$ cat src/rtl/tdes_pkg.sv
`default_nettype none
// ============================================================================
// tdes_pkg : shared types and constants for the 3DES pass sequencer
// Rev 1.0
// ============================================================================
package tdes_pkg;

  typedef enum logic [1:0] {
    ST_IDLE  = 2'd0,
    ST_START = 2'd1,
    ST_WAIT  = 2'd2,
    ST_DONE  = 2'd3
  } state_t;

  typedef logic [1:0] pass_t;

  localparam pass_t LAST_PASS = 2'd2;

  localparam logic KEY_SEL_K1 = 1'b0;
  localparam logic KEY_SEL_K2 = 1'b1;

  // Bit p holds the core direction for pass p (1 = decrypt).
  localparam logic [2:0] ENC_DIR = 3'b010;
  localparam logic [2:0] DEC_DIR = 3'b101;

  function automatic logic key_sel(input pass_t p);
    return (p == 2'd1) ? KEY_SEL_K2 : KEY_SEL_K1;
  endfunction

  function automatic logic pass_dir(input logic dec, input pass_t p);
    return dec ? DEC_DIR[p] : ENC_DIR[p];
  endfunction

endpackage
`default_nettype wire

$ cat src/rtl/tdes_timeout_counter.sv
`default_nettype none
// ============================================================================
// tdes_timeout_counter : per-pass watchdog, flags the TIMEOUT-th counted cycle
// Rev 1.0
// ============================================================================
module tdes_timeout_counter #(
  parameter int TIMEOUT = 32,
  parameter int TW      = 6
) (
  input  logic clk,
  input  logic n_rst,
  input  logic clear_i,
  input  logic count_en_i,
  output logic rollover_o
);

  localparam logic [TW-1:0] LAST = TW'(TIMEOUT - 1);

  logic [TW-1:0] count_q;
  logic [TW-1:0] count_d;

  // Saturates at LAST so a stalled enable cannot wrap back to zero.
  always_comb begin
    count_d = count_q;
    if (clear_i) begin
      count_d = '0;
    end else if (count_en_i && (count_q != LAST)) begin
      count_d = count_q + TW'(1);
    end
  end

  always_ff @(posedge clk or negedge n_rst) begin
    if (!n_rst) begin
      count_q <= '0;
    end else begin
      count_q <= count_d;
    end
  end

  assign rollover_o = count_en_i && (count_q == LAST);

endmodule
`default_nettype wire

$ cat src/rtl/tdes_pass_sequencer.sv
`default_nettype none
// ============================================================================
// tdes_pass_sequencer : time-shares one DES core across the three EDE passes
// Rev 1.0
// ============================================================================
module tdes_pass_sequencer
  import tdes_pkg::*;
#(
  parameter int TIMEOUT = 32,
  parameter int TW      = 6
) (
  input  logic        clk,
  input  logic        n_rst,
  input  logic        abort,
  input  logic        blk_valid,
  output logic        blk_ready,
  input  logic [63:0] blk_in,
  input  logic        mode_decrypt,
  input  logic [63:0] key1,
  input  logic [63:0] key2,
  output logic        core_start,
  output logic        core_decrypt,
  output logic [63:0] core_key,
  output logic [63:0] core_din,
  input  logic [63:0] core_dout,
  input  logic        core_done,
  output logic        res_valid,
  input  logic        res_ready,
  output logic [63:0] res_out,
  output logic        busy,
  output logic [1:0]  pass_idx,
  output logic        err
);

  state_t      state_q, state_d;
  pass_t       pass_q, pass_d;
  logic [63:0] work_q, work_d;
  logic [63:0] k1_q, k1_d;
  logic [63:0] k2_q, k2_d;
  logic [63:0] key_q, key_d;
  logic        mode_q, mode_d;
  logic        dir_q, dir_d;

  pass_t       w_next_pass;
  logic        w_roll;
  logic        w_err;

  function automatic logic [63:0] pass_key(input pass_t p, input logic [63:0] ka,
                                           input logic [63:0] kb);
    return (key_sel(p) == KEY_SEL_K2) ? kb : ka;
  endfunction

  tdes_timeout_counter #(
    .TIMEOUT (TIMEOUT),
    .TW      (TW)
  ) u_wdog (
    .clk        (clk),
    .n_rst      (n_rst),
    .clear_i    (state_q == ST_START),
    .count_en_i (state_q == ST_WAIT),
    .rollover_o (w_roll)
  );

  assign w_next_pass = pass_q + 2'd1;

  always_comb begin
    state_d = state_q;
    pass_d  = pass_q;
    work_d  = work_q;
    k1_d    = k1_q;
    k2_d    = k2_q;
    key_d   = key_q;
    mode_d  = mode_q;
    dir_d   = dir_q;
    w_err   = 1'b0;

    case (state_q)
      ST_IDLE: begin
        if (blk_valid && !abort) begin
          work_d  = blk_in;
          k1_d    = key1;
          k2_d    = key2;
          mode_d  = mode_decrypt;
          pass_d  = 2'd0;
          key_d   = pass_key(2'd0, key1, key2);
          dir_d   = pass_dir(mode_decrypt, 2'd0);
          state_d = ST_START;
        end
      end
      ST_START: state_d = ST_WAIT;
      ST_WAIT: begin
        // A done arriving on the timeout cycle still counts as success.
        if (core_done) begin
          work_d = core_dout;
          if (pass_q != LAST_PASS) begin
            pass_d  = w_next_pass;
            key_d   = pass_key(w_next_pass, k1_q, k2_q);
            dir_d   = pass_dir(mode_q, w_next_pass);
            state_d = ST_START;
          end else begin
            state_d = ST_DONE;
          end
        end else if (w_roll) begin
          w_err   = 1'b1;
          pass_d  = 2'd0;
          state_d = ST_IDLE;
        end
      end
      ST_DONE: begin
        if (res_ready) begin
          pass_d  = 2'd0;
          state_d = ST_IDLE;
        end
      end
      default: state_d = ST_IDLE;
    endcase

    if (abort) begin
      state_d = ST_IDLE;
      pass_d  = 2'd0;
      work_d  = work_q;
      w_err   = 1'b0;
    end
  end

  always_ff @(posedge clk or negedge n_rst) begin
    if (!n_rst) begin
      state_q <= ST_IDLE;
      pass_q  <= 2'd0;
      work_q  <= '0;
      k1_q    <= '0;
      k2_q    <= '0;
      key_q   <= '0;
      mode_q  <= 1'b0;
      dir_q   <= 1'b0;
    end else begin
      state_q <= state_d;
      pass_q  <= pass_d;
      work_q  <= work_d;
      k1_q    <= k1_d;
      k2_q    <= k2_d;
      key_q   <= key_d;
      mode_q  <= mode_d;
      dir_q   <= dir_d;
    end
  end

  assign blk_ready    = (state_q == ST_IDLE) && !abort;
  assign core_start   = (state_q == ST_START);
  assign core_decrypt = dir_q;
  assign core_key     = key_q;
  assign core_din     = work_q;
  assign res_valid    = (state_q == ST_DONE);
  assign res_out      = work_q;
  assign busy         = (state_q != ST_IDLE);
  assign pass_idx     = pass_q;
  assign err          = w_err;

endmodule
`default_nettype wire

$ cat config.mk
export PLATFORM = sky130hd
export DESIGN_NAME = tdes_pass_sequencer
export DESIGN_NICKNAME = d
export VERILOG_FILES = /design/src/rtl/tdes_pkg.sv /design/src/rtl/tdes_timeout_counter.sv /design/src/rtl/tdes_pass_sequencer.sv
export SDC_FILE = /design/constraint.sdc
export NUM_CORES = 1
export LEC_CHECK = 0
export BUFFER_PORTS_ARGS = -buffer_cell sky130_fd_sc_hd__buf_4
export CAP_MARGIN = 0
export CORE_MARGIN = 1.5
export CORE_UTILIZATION = 30
export CTS_BUF_LIST = sky130_fd_sc_hd__clkbuf_2
export CTS_CLUSTER_DIAMETER = 40
export CTS_CLUSTER_SIZE = 8
export DETAILED_ROUTE_END_ITERATION = 8
export HOLD_SLACK_MARGIN = 0.15
export SLEW_MARGIN = 20
export SYNTH_ARGS = -nofsm -noshare
export SYNTH_HDL_FRONTEND = slang
export SYNTH_SLANG_ARGS = --single-unit
$ cat constraint.sdc
create_clock -name clk -period 4.9 [get_ports clk]
set_input_delay 0.49 -clock clk [delete_from_list [all_inputs] [get_ports clk]]
set_output_delay 0.49 -clock clk [all_outputs]
set_load 0.02 [all_outputs]
; Word level (Yosys, flattened, before mapping)
; Index checks and enable logic that the tools add are counted.
[op_classes]
addsub = 2
n_lt_le_gt_ge = 1
n_eq_ne = 14
muxes = 37
bitwise_logic = 1
n_reduce_logical = 15
[ops]
columns = cell, count
row1 = $mux 64, 6
row2 = $pmux 64 s2, 2
row3 = $mux 2, 10
row4 = $mux 1, 12
row5 = $mux 6, 2
row6 = $ne 2x2->1 const B, 4
row7 = $ne 4x4->1 const B, 2
row8 = $pmux 2 s4, 1
row9 = $reduce_and 4->1, 2
row10 = $add 6x1->6 const B, 1
row11 = $eq 6x5->1 const B, 1
row12 = $ne 6x5->1 const B, 1
row13 = $pmux 2 s3, 1
row14 = $reduce_bool 2->1, 3
row15 = $reduce_and 5->1, 1
row16 = $bmux 1 s2, 2
row17 = $eq 2x1->1 const B, 2
row18 = $eq 2x2->1 const B, 2
row19 = $logic_and 1x1->1, 4
row20 = $reduce_bool 4->1, 1
row21 = $lt 2x3->1 const B, 1
row22 = $ne 3x2->1 const B, 1
row23 = $ne 3x3->1 const B, 1
row24 = $reduce_and 3->1, 1
row25 = 6 further kinds, 6
[word_totals]
regBits = 268
inputBits = 263
wordCells = 79

; Logic depth before layout (Yosys ltp)
; Gate-level depths: netlist (run 1).
[depth]
ltp_word = 7
ltp_mapped = 8
depth_no_buf = 6

; Cells and area by module
; From an unflattened synthesis (run 1), not the netlist that was laid out.
[unflattened]
hier_cells = 1118
area_unflattened_um2 = 13016.2
[by_module_without_submodules]
columns = module, n_inst, cells_each, area_per_inst_um2, seq_area_each_um2
row1 = tdes_pass_sequencer, 1, 1076, 12619.6, 6556.3
row2 = tdes_timeout_counter, 1, 42, 396.6, 150.1

; Least setup slack after synthesis (run 1)
; OpenSTA, ideal clock, no wires.
[synth_timing]
path_type = flip-flop to output port
from = reg state_q[1]
to = out err
arrival_time_ns = 1.741
required_ns = 4.410
path_slack_ns = 2.669
stages_incl_launch_ff = 7
path_buffers = 4
cell_sequence = dfrtp_1 buf_2 nand2b_1 buf_4 buf_4 clkbuf_1 nor4_1
[synth_via]
elab_chain_cells = 6
[synth_rtl]
columns = item, line
row1 = "start, declared", tdes_pass_sequencer.sv:35  ; state_t state_q, state_d;
row2 = "start signal, assigned", tdes_pass_sequencer.sv:137  ; state_q <= state_d;
row3 = $eq 2x2->1 (*), "tdes_pass_sequencer.sv:60, tdes_pass_sequencer.sv:77"
row4 = $logic_and 1x1->1, tdes_timeout_counter.sv:40  ; assign rollover_o = count_en_i && (count_q == LAST);
row5 = $mux 1, tdes_pass_sequencer.sv:103  ; end else if (w_roll) begin
row6 = $mux 1, tdes_pass_sequencer.sv:93  ; if (core_done) begin
row7 = $mux 1 (*), tdes_pass_sequencer.sv:77  ; case (state_q)
row8 = $mux 1 (*), tdes_pass_sequencer.sv:118  ; if (abort) begin
row9 = "end, declared", tdes_pass_sequencer.sv:32  ; output logic err
; Every way passes the cells marked *; elsewhere a longest branch is shown, timed or not.

; Final worst setup path (run 1)
; Ends and elaborated chain as after synthesis.

==> metrics, run 1 <==
Syn Inst Count=1,118; Root Driver=clkbuf_2; period utilization=roughly two thirds; Peak Freq=between 300 and 400 MHz; Initial Util=approximately 30%; Yosys cell types=41; # port buffers=approximately 460; RSZ-0062 raised after global routing=false; Max-slew headroom=between 40% and 50%; Tightest Pin Transition=around 0.9 ns; DIE AREA=0.04472 mm^2; wire per inst=about 17 um; Sink Count=approximately 270; final setup TNS=0 ns; Yosys warnings=0; CTS Hold Buffers Added=356; core area=about 0.043 mm^2; initial antenna violation count=2; layout cells sized above 1=between 30% and 40%; DRC viols=0; Synth Cell Area=about 0.013 mm^2; CTS resizes=0; minimum clock period=about 3.3 ns; clock-pin slew on the worst setup and hold paths=roughly 0.15 ns; WP data arrival=roughly 2.8 ns; leak pwr=just over 0.01 uW; PwrDens=~390 mW/mm^2; remaining antenna violation count=0; Synth Area per Inst=between 10 and 15 um^2; #FFs+latches synth=~270; Worst Hold Class=input pin to flip-flop; Clock Latency Late Sink=roughly 0.99 ns; GPL Wtd Cong=~0.77; hpwl dp=~26,000 um; fin. max-slew vios=0; synthesized net count=1,384; VDD IR max=~0.00022 V; outcome=completed; CTS Buffer Depth=3; DR vias/cell=roughly 4.5; site row count=76; vias in the first global route=roughly 12,000; CTS tree=yes; Max Cap Viol=0; Die H=between 200 and 250 um; # IOs=463; GRT overflow=0; Total GRT Usage=between 10% and 20%; Crit Path Max Fanout=29; NumNets Final=~2,100; hold_ws=roughly 0.29 ns; startpoint types=flip-flop; Die Width=roughly 210 um; skew final=roughly 0.083 ns; routed vias=11,102; Final Hold Fails=0; Layout area overhead=57.22%; Num CTS Buffers=slightly below 50; Pre-antenna DRT Iters=5; WS Path Type=flip-flop to output pin; register area share after synthesis=between 50% and 60%; Worst Setup End Kind=output pin; CP required=approximately 4.4 ns; final setup fails=0; postcts setup bufs=0; largest net degree at the start of global routing=between 100 and 150; Iter 0 DRT Violations=~560; Routed WL=between 40,000 and 50,000 um; H-tree Lvls=2; first-pass GRT wire length=62,870 um
## cells in the mapped netlist, drive strengths merged
| cell type | number | area, um^2 |
|---|---|---|
| mux2i | 129 | 1291 |
| buf | 111 | 977.2 |
| a21boi | 1 | 7.510 |
| a21oi | 69 | 345.3 |
| o31a | 1 | 8.760 |
| nand2 | 136 | 510.5 |
| or3 | 1 | 6.260 |
| nand4 | 2 | 12.51 |
| and3 | 3 | 18.77 |
| mux2 | 130 | 1839 |
| or3b | 1 | 8.760 |
| or2 | 1 | 8.760 |
| nand3 | 2 | 10.01 |
| o41ai | 1 | 16.27 |
| nor2 | 72 | 277.8 |
| a31oi | 3 | 18.77 |
| a32o | 1 | 10.01 |
| nand3b | 2 | 15.01 |
| a311oi | 1 | 8.760 |
| nor2b | 2 | 12.51 |
| nor4b | 1 | 8.760 |
| a21o | 4 | 30.03 |
| a2bb2oi | 1 | 8.760 |
| o21ai | 130 | 650.6 |
| a221oi | 1 | 8.760 |
| o31ai | 2 | 15.01 |
| dfrtp | 268 | 6706 |
| nor4 | 1 | 6.260 |
| clkbuf | 29 | 108.9 |
| inv | 2 | 7.510 |
| and2 | 3 | 21.27 |
| nand2b | 3 | 18.77 |
| ha | 3 | 37.54 |
| nor3 | 1 | 5.000 |
## registers in the layout, summed over array words and instances, names as in the netlist, 2 cells and up
register        flops
k2_q               64
k1_q               64
state_q             2
pass_idx            2
core_din           64
u_wdog.count_q      6
core_key           64
## worst max-delay path, cell delays in order, from the launching register on
cell	delay, ns
dfrtp_1	0.81
nand2b_4	0.36
nor4_1	0.38
buf_4	0.22
## report_power, final
group          internal (uW)  switching [uW]
Clock                    649             923
Sequential              2840             459
Combinational           1680            1530
Total                   5170            2910
## cell type report
type,count,area (um^2)
fill,3877,22480
timing repair buffer,832,7204
sequential,268,6706
multi-input combinational,708,5273
tap,585,732.0
clock inverter,28,286.5
clock buffer,55,275.3
antenna,5,12.51
inverter,2,7.507
## logic make-up (layout without fill, tap and decap cells)
kind of cell	count (synthesis)	count (layout)	share of synthesized area [%]
adder cells (fa/ha/maj)	3	3	0.2879
other	0	5	0
AND/OR/NAND/NOR	231	231	7.217
flip-flops	268	268	51.44
multiplexers	259	259	24.01
buffers and inverters	142	917	8.388
AO/OA/AOI/OAI	215	215	8.657
## path summary, 6_finish.rpt
kind / start / to / slack (ns) / cells past startpoint
worst max-delay path: state_q[1]$_DFFE_PN0P_ / err / 1.64 / 3
worst min register to register: core_key[24]$_DFFE_PN0P_ / core_key[24]$_DFFE_PN0P_ / 0.50 / 2
min in group asynchronous: n_rst / k2_q[35]$_DFFE_PN0P_ / 0.49 / 3
worst min-delay path: key2[1] / k2_q[1]$_DFFE_PN0P_ / 0.29 / 3
max in group asynchronous: n_rst / k2_q[57]$_DFFE_PN0P_ / 3.66 / 4
worst max register to register: state_q[0]$_DFFE_PN0P_ / core_din[8]$_DFFE_PN0P_ / 1.89 / 5
## cells in the final DEF, fill, tap and decap left out, types with 3 or more instances in the layout
cell           netlist  routed
and3_1               3       3
o21ai_0             95      95
buf_12              11       3
a31oi_1              3       3
o21ai_1             35      35
mux2_2              30      30
a21oi_1             69      69
diode_2              0       5
clkbuf_2             0      55
dlygate4sd3_1        0     357
clkinv_2             0       9
mux2_4             100     100
nor2_1              71      71
buf_4               75     470
bufinv_16            0       6
a21o_1               4       3
clkinv_1             0       8
dfrtp_1            268     268
mux2i_1            129     129
nand2_1            136     135
## metal layers
metal  up-vias  share of wire (%)  global-route usage [%]
met2       325                 48                   29.30
met5         -                  0                       0
met1      5416                 43                   22.88
met3        67                6.1                   4.510
met4         0                2.7                   6.010
li1       5294                  -                       -
## stage by stage
step           instance area [um^2]  instances  power [uW]  worst slack, ns  util, %
5_1_grt                       20500       2483        8576            1.337    47.69
4_1_cts                       20460       2476        8133            1.504    47.61
3_5_place_dp                  16320       2037        6177            2.199    37.97
6_report                      20500       2483        8076            1.636    47.69
3_3_place_gp                  16320       2037        6116            2.266    37.97
2_1_floorplan                 13040       1118        5118            2.669        -
No activity file was read; power rests on OpenSTA's default activity.
==> run 2: changes to the inputs <==
==> constraint.sdc (replaced) <==
create_clock -name clk -period 2.95 [get_ports clk]
set_input_delay 0.295 -clock clk [delete_from_list [all_inputs] [get_ports clk]]
set_output_delay 0.295 -clock clk [all_outputs]
set_load 0.02 [all_outputs]
==> run 2 against run 1 <==
The run now fails in clock tree synthesis. Synthesized cell count stayed put. Area after synthesis stayed put.
==> metrics, run 2 <==
Post-synth EDFFs=0; last stage reached=clock tree synthesis; postcts setup bufs=2; outcome=stopped before the end; Placed Cells=2,040; area leader, netlist=dfrtp_1; most common cell in the netlist=dfrtp_1; Area contributors post-synth=dfrtp_1 51%, mux2_4 12%, mux2i_1 9.9%; CTS resizes=4; Yosys cell types=41; site row count=76; predominant post-synthesis flop cell=dfrtp_1; ys async rst share=100.0%; H-tree Lvls=2; Syn Inst Count=approximately 1,100; #FFs+latches synth=268; Log Error=[ERROR RSZ-0060] Max buffer count reached.; Synth Area per Inst=around 12 um^2; synthesized net count=1,384; # port buffers=462; Root Driver=clkbuf_2; GPL Wtd Cong=between 0.7 and 0.8; Yosys warnings=0; Die H=~210 um; Yosys top cell area share=51.44%; # IOs=roughly 460; hpwl dp=25,730 um; Synth Cell Area=approximately 0.013 mm^2; CTS Buffer Depth=3; register area share after synthesis=around 50%; Num CTS Buffers=52; Sink Count=~270; Initial Util=between 30% and 40%; CTS Hold Buffers Added=around 430; Die Width=211.5 um; Post-synth top cells=268 x dfrtp_1, 136 x nand2_1, 129 x mux2i_1
run 2: cell counts after synthesis:
Identical to the previous run, type by type.
run 2: metrics by stage:
| stage | setup WS, ns | cell area, um^2 |
|---|---|---|
| detailed placement | 0.6846 | 16440 |
| global placement | 0.7093 | 16440 |
| floorplan | 0.9138 | 13040 |
run 2: logic make-up after synthesis:
kind of cell,synth area share [%]
AO/OA/AOI/OAI,8.657
adder cells (fa/ha/maj),0.2879
buffers and inverters,8.388
flip-flops,51.44
multiplexers,24.01
AND/OR/NAND/NOR,7.217
==> run 3: changes to the inputs <==
--- a/config.mk
+++ b/config.mk
@@ -8,12 +8,9 @@
 export BUFFER_PORTS_ARGS = -buffer_cell sky130_fd_sc_hd__buf_4
 export CAP_MARGIN = 0
 export CORE_MARGIN = 1.5
-export CORE_UTILIZATION = 30
-export CTS_BUF_LIST = sky130_fd_sc_hd__clkbuf_2
-export CTS_CLUSTER_DIAMETER = 40
-export CTS_CLUSTER_SIZE = 8
+export CORE_UTILIZATION = 20
 export DETAILED_ROUTE_END_ITERATION = 8
-export HOLD_SLACK_MARGIN = 0.15
+export PLACE_DENSITY_LB_ADDON = 0.15
 export SLEW_MARGIN = 20
 export SYNTH_ARGS = -nofsm -noshare
 export SYNTH_HDL_FRONTEND = slang
==> constraint.sdc (replaced) <==
create_clock -name clk -period 3.8 [get_ports clk]
set_input_delay 0.38 -clock clk [delete_from_list [all_inputs] [get_ports clk]]
set_output_delay 0.38 -clock clk [all_outputs]
set_load 0.02 [all_outputs]
==> run 3 against run 2 <==
The flow now finishes without violations.
==> metrics, run 3 (same netlist as run 1, synthesis figures left out) <==
Final Power=11,340 uW; PwrDens=approximately 630 mW/mm^2; Fillers=~6,800; Final Hold Fails=0; period utilization=slightly above 70%; FF/Latch Area=roughly 0.0067 mm^2; first-pass GRT wire length=between 60,000 and 70,000 um; most common cell after layout, fill and taps aside=buf_4; largest stage delay on the critical path=between 0.7 and 0.8 ns; GRT overflow=0; Max-slew headroom=between 30% and 40%; Crit Path Max Fanout=34; core area=0.06446 mm^2; CP max-delay cell=dfrtp_1; critical path cell sequence=nand2b_4 > nor4_1 > buf_4; Reg power frac=37.6%; Worst Hold Class=input pin to flip-flop; # IOs=roughly 460; most frequent cells in the layout=470 x buf_4, 268 x dfrtp_1, 135 x nand2_1, 129 x mux2i_1, 100 x mux2_4; Pre-antenna DRT Iters=4; leak pwr=around 0.0091 uW; Die H=258.3 um; Tightest Pin Transition=approximately 0.93 ns; cell area after layout=0.01797 mm^2; VDD IR max=about 0.00026 V; final setup fails=0; Comb pwr share=about a third; H-tree Lvls=2; Root Driver=clkbuf_16; Peak Freq=367.7 MHz; Iter 0 DRT Violations=approximately 330; switching share of power=approximately 33%; layout cells sized above 1=a little over two fifths; hpwl dp=slightly below 30,000 um; largest net degree at the start of global routing=93; Worst Setup End Kind=output pin; Initial Util=between 20 and 25%; final setup margin=approximately 1.1 ns; # port buffers=between 400 and 500; Sink Count=between 200 and 300; final setup TNS=0 ns; site row count=93; vias in the first global route=~9,600; cell-internal power=between 7000 and 8000 uW; DR vias/cell=just under 4; wire per inst=between 15 and 20 um; area of the multi-input gates=between 0.005 and 0.006 mm^2; DRC viols=0; clock-pin slew on the worst setup and hold paths=0.06 ns; NumNets Final=1,765; Clock Latency Late Sink=roughly 0.54 ns; WS Path Type=flip-flop to output pin; CTS tree=yes; GPL Wtd Cong=around 0.76; CTS Buffer Depth=3; outcome=completed; Num CTS Buffers=37; postcts setup bufs=0; Max Cap Viol=0; routed vias=~9,400; Total GRT Usage=approximately 12%; initial antenna violation count=5; WP data arrival=between 2 and 2.5 ns; Routed WL=around 42,000 um; Die Width=approximately 260 um; Layout area overhead=37.84%; minimum clock period=2.720 ns; Setup WS pre-CTS=1.244 ns; switching pwr=about 3800 uW; startpoint types=flip-flop; DIE AREA=between 0.06 and 0.07 mm^2; Clk pwr share=between 20% and 30%; skew final=around 0.015 ns; RSZ-0062 raised after global routing=false; remaining antenna violation count=0; CP required=roughly 3.4 ns; placed cell areas=around 0.017 mm^2; fin. max-slew vios=0
[run 3: cell type report]
| class | instances | share of cell area, % |
|---|---|---|
| sequential | 268 | 37.32 |
| multi-input combinational | 708 | 29.34 |
| timing repair buffer | 482 | 20.89 |
| tap | 855 | 5.953 |
| clock buffer | 53 | 5.653 |
| clock inverter | 10 | 0.7659 |
| inverter | 2 | 0.04177 |
| antenna | 3 | 0.04177 |
[run 3: through the flow]
stage / hold WS, ns / util (%) / std cells
6_report: 0.06752 / 27.88 / 2381
3_5_place_dp: 0.4482 / 26.06 / 2314
3_3_place_gp: 0.4635 / 26.06 / 2314
2_1_floorplan: 0.08441 / - / 1118
4_1_cts: 0.02066 / 27.87 / 2378
5_1_grt: 0.03676 / 27.87 / 2378
[run 3: repair_timing]
| item | in CTS | in global routing |
|---|---|---|
| hold buffers | 1 | 0 |
| hold endpoints to repair | 87 | 0 |
| resized for setup | 0 | 0 |
[run 3: power by group through the flow]
stage / Clock, uW / Combinational (uW) / Sequential [uW]
floorplan: 0 / 1960 / 4640
global placement: 0 / 3720 / 4300
detailed placement: 0 / 3750 / 4300
CTS: 3580 / 3760 / 4280
global route: 3680 / 4000 / 4370
finish: 3400 / 3690 / 4260
[run 3: per-layer routing]
metal	global-route usage (%)	routed length, um
met5	0	31
met4	3.622	814
met3	4.480	3231
met2	20.15	20140
met1	15.03	17900
[run 3: worst max-delay path: cells and delay by family, from the launching register on]
| kind | cells | cell delay [ns] |
|---|---|---|
| buffers and inverters | 1 | 0.24 |
| flip-flops | 1 | 0.78 |
| AND/OR/NAND/NOR | 2 | 0.78 |
[run 3: worst paths after layout]
| kind | start | endpoint | slack [ns] | depth (start not counted) |
|---|---|---|---|---|
| min in group asynchronous | n_rst | core_key[50]$_DFFE_PN0P_ | 0.45 | 2 |
| hold / removal | key2[22] | k2_q[22]$_DFFE_PN0P_ | 0.07 | 2 |
| hold reg to reg | core_key[27]$_DFFE_PN0P_ | core_key[27]$_DFFE_PN0P_ | 0.48 | 2 |
| setup / recovery | state_q[1]$_DFFE_PN0P_ | err | 1.08 | 3 |
| max in group asynchronous | n_rst | core_key[8]$_DFFE_PN0P_ | 2.42 | 3 |
| setup reg to reg | state_q[1]$_DFFE_PN0P_ | k1_q[58]$_DFFE_PN0P_ | 1.29 | 5 |
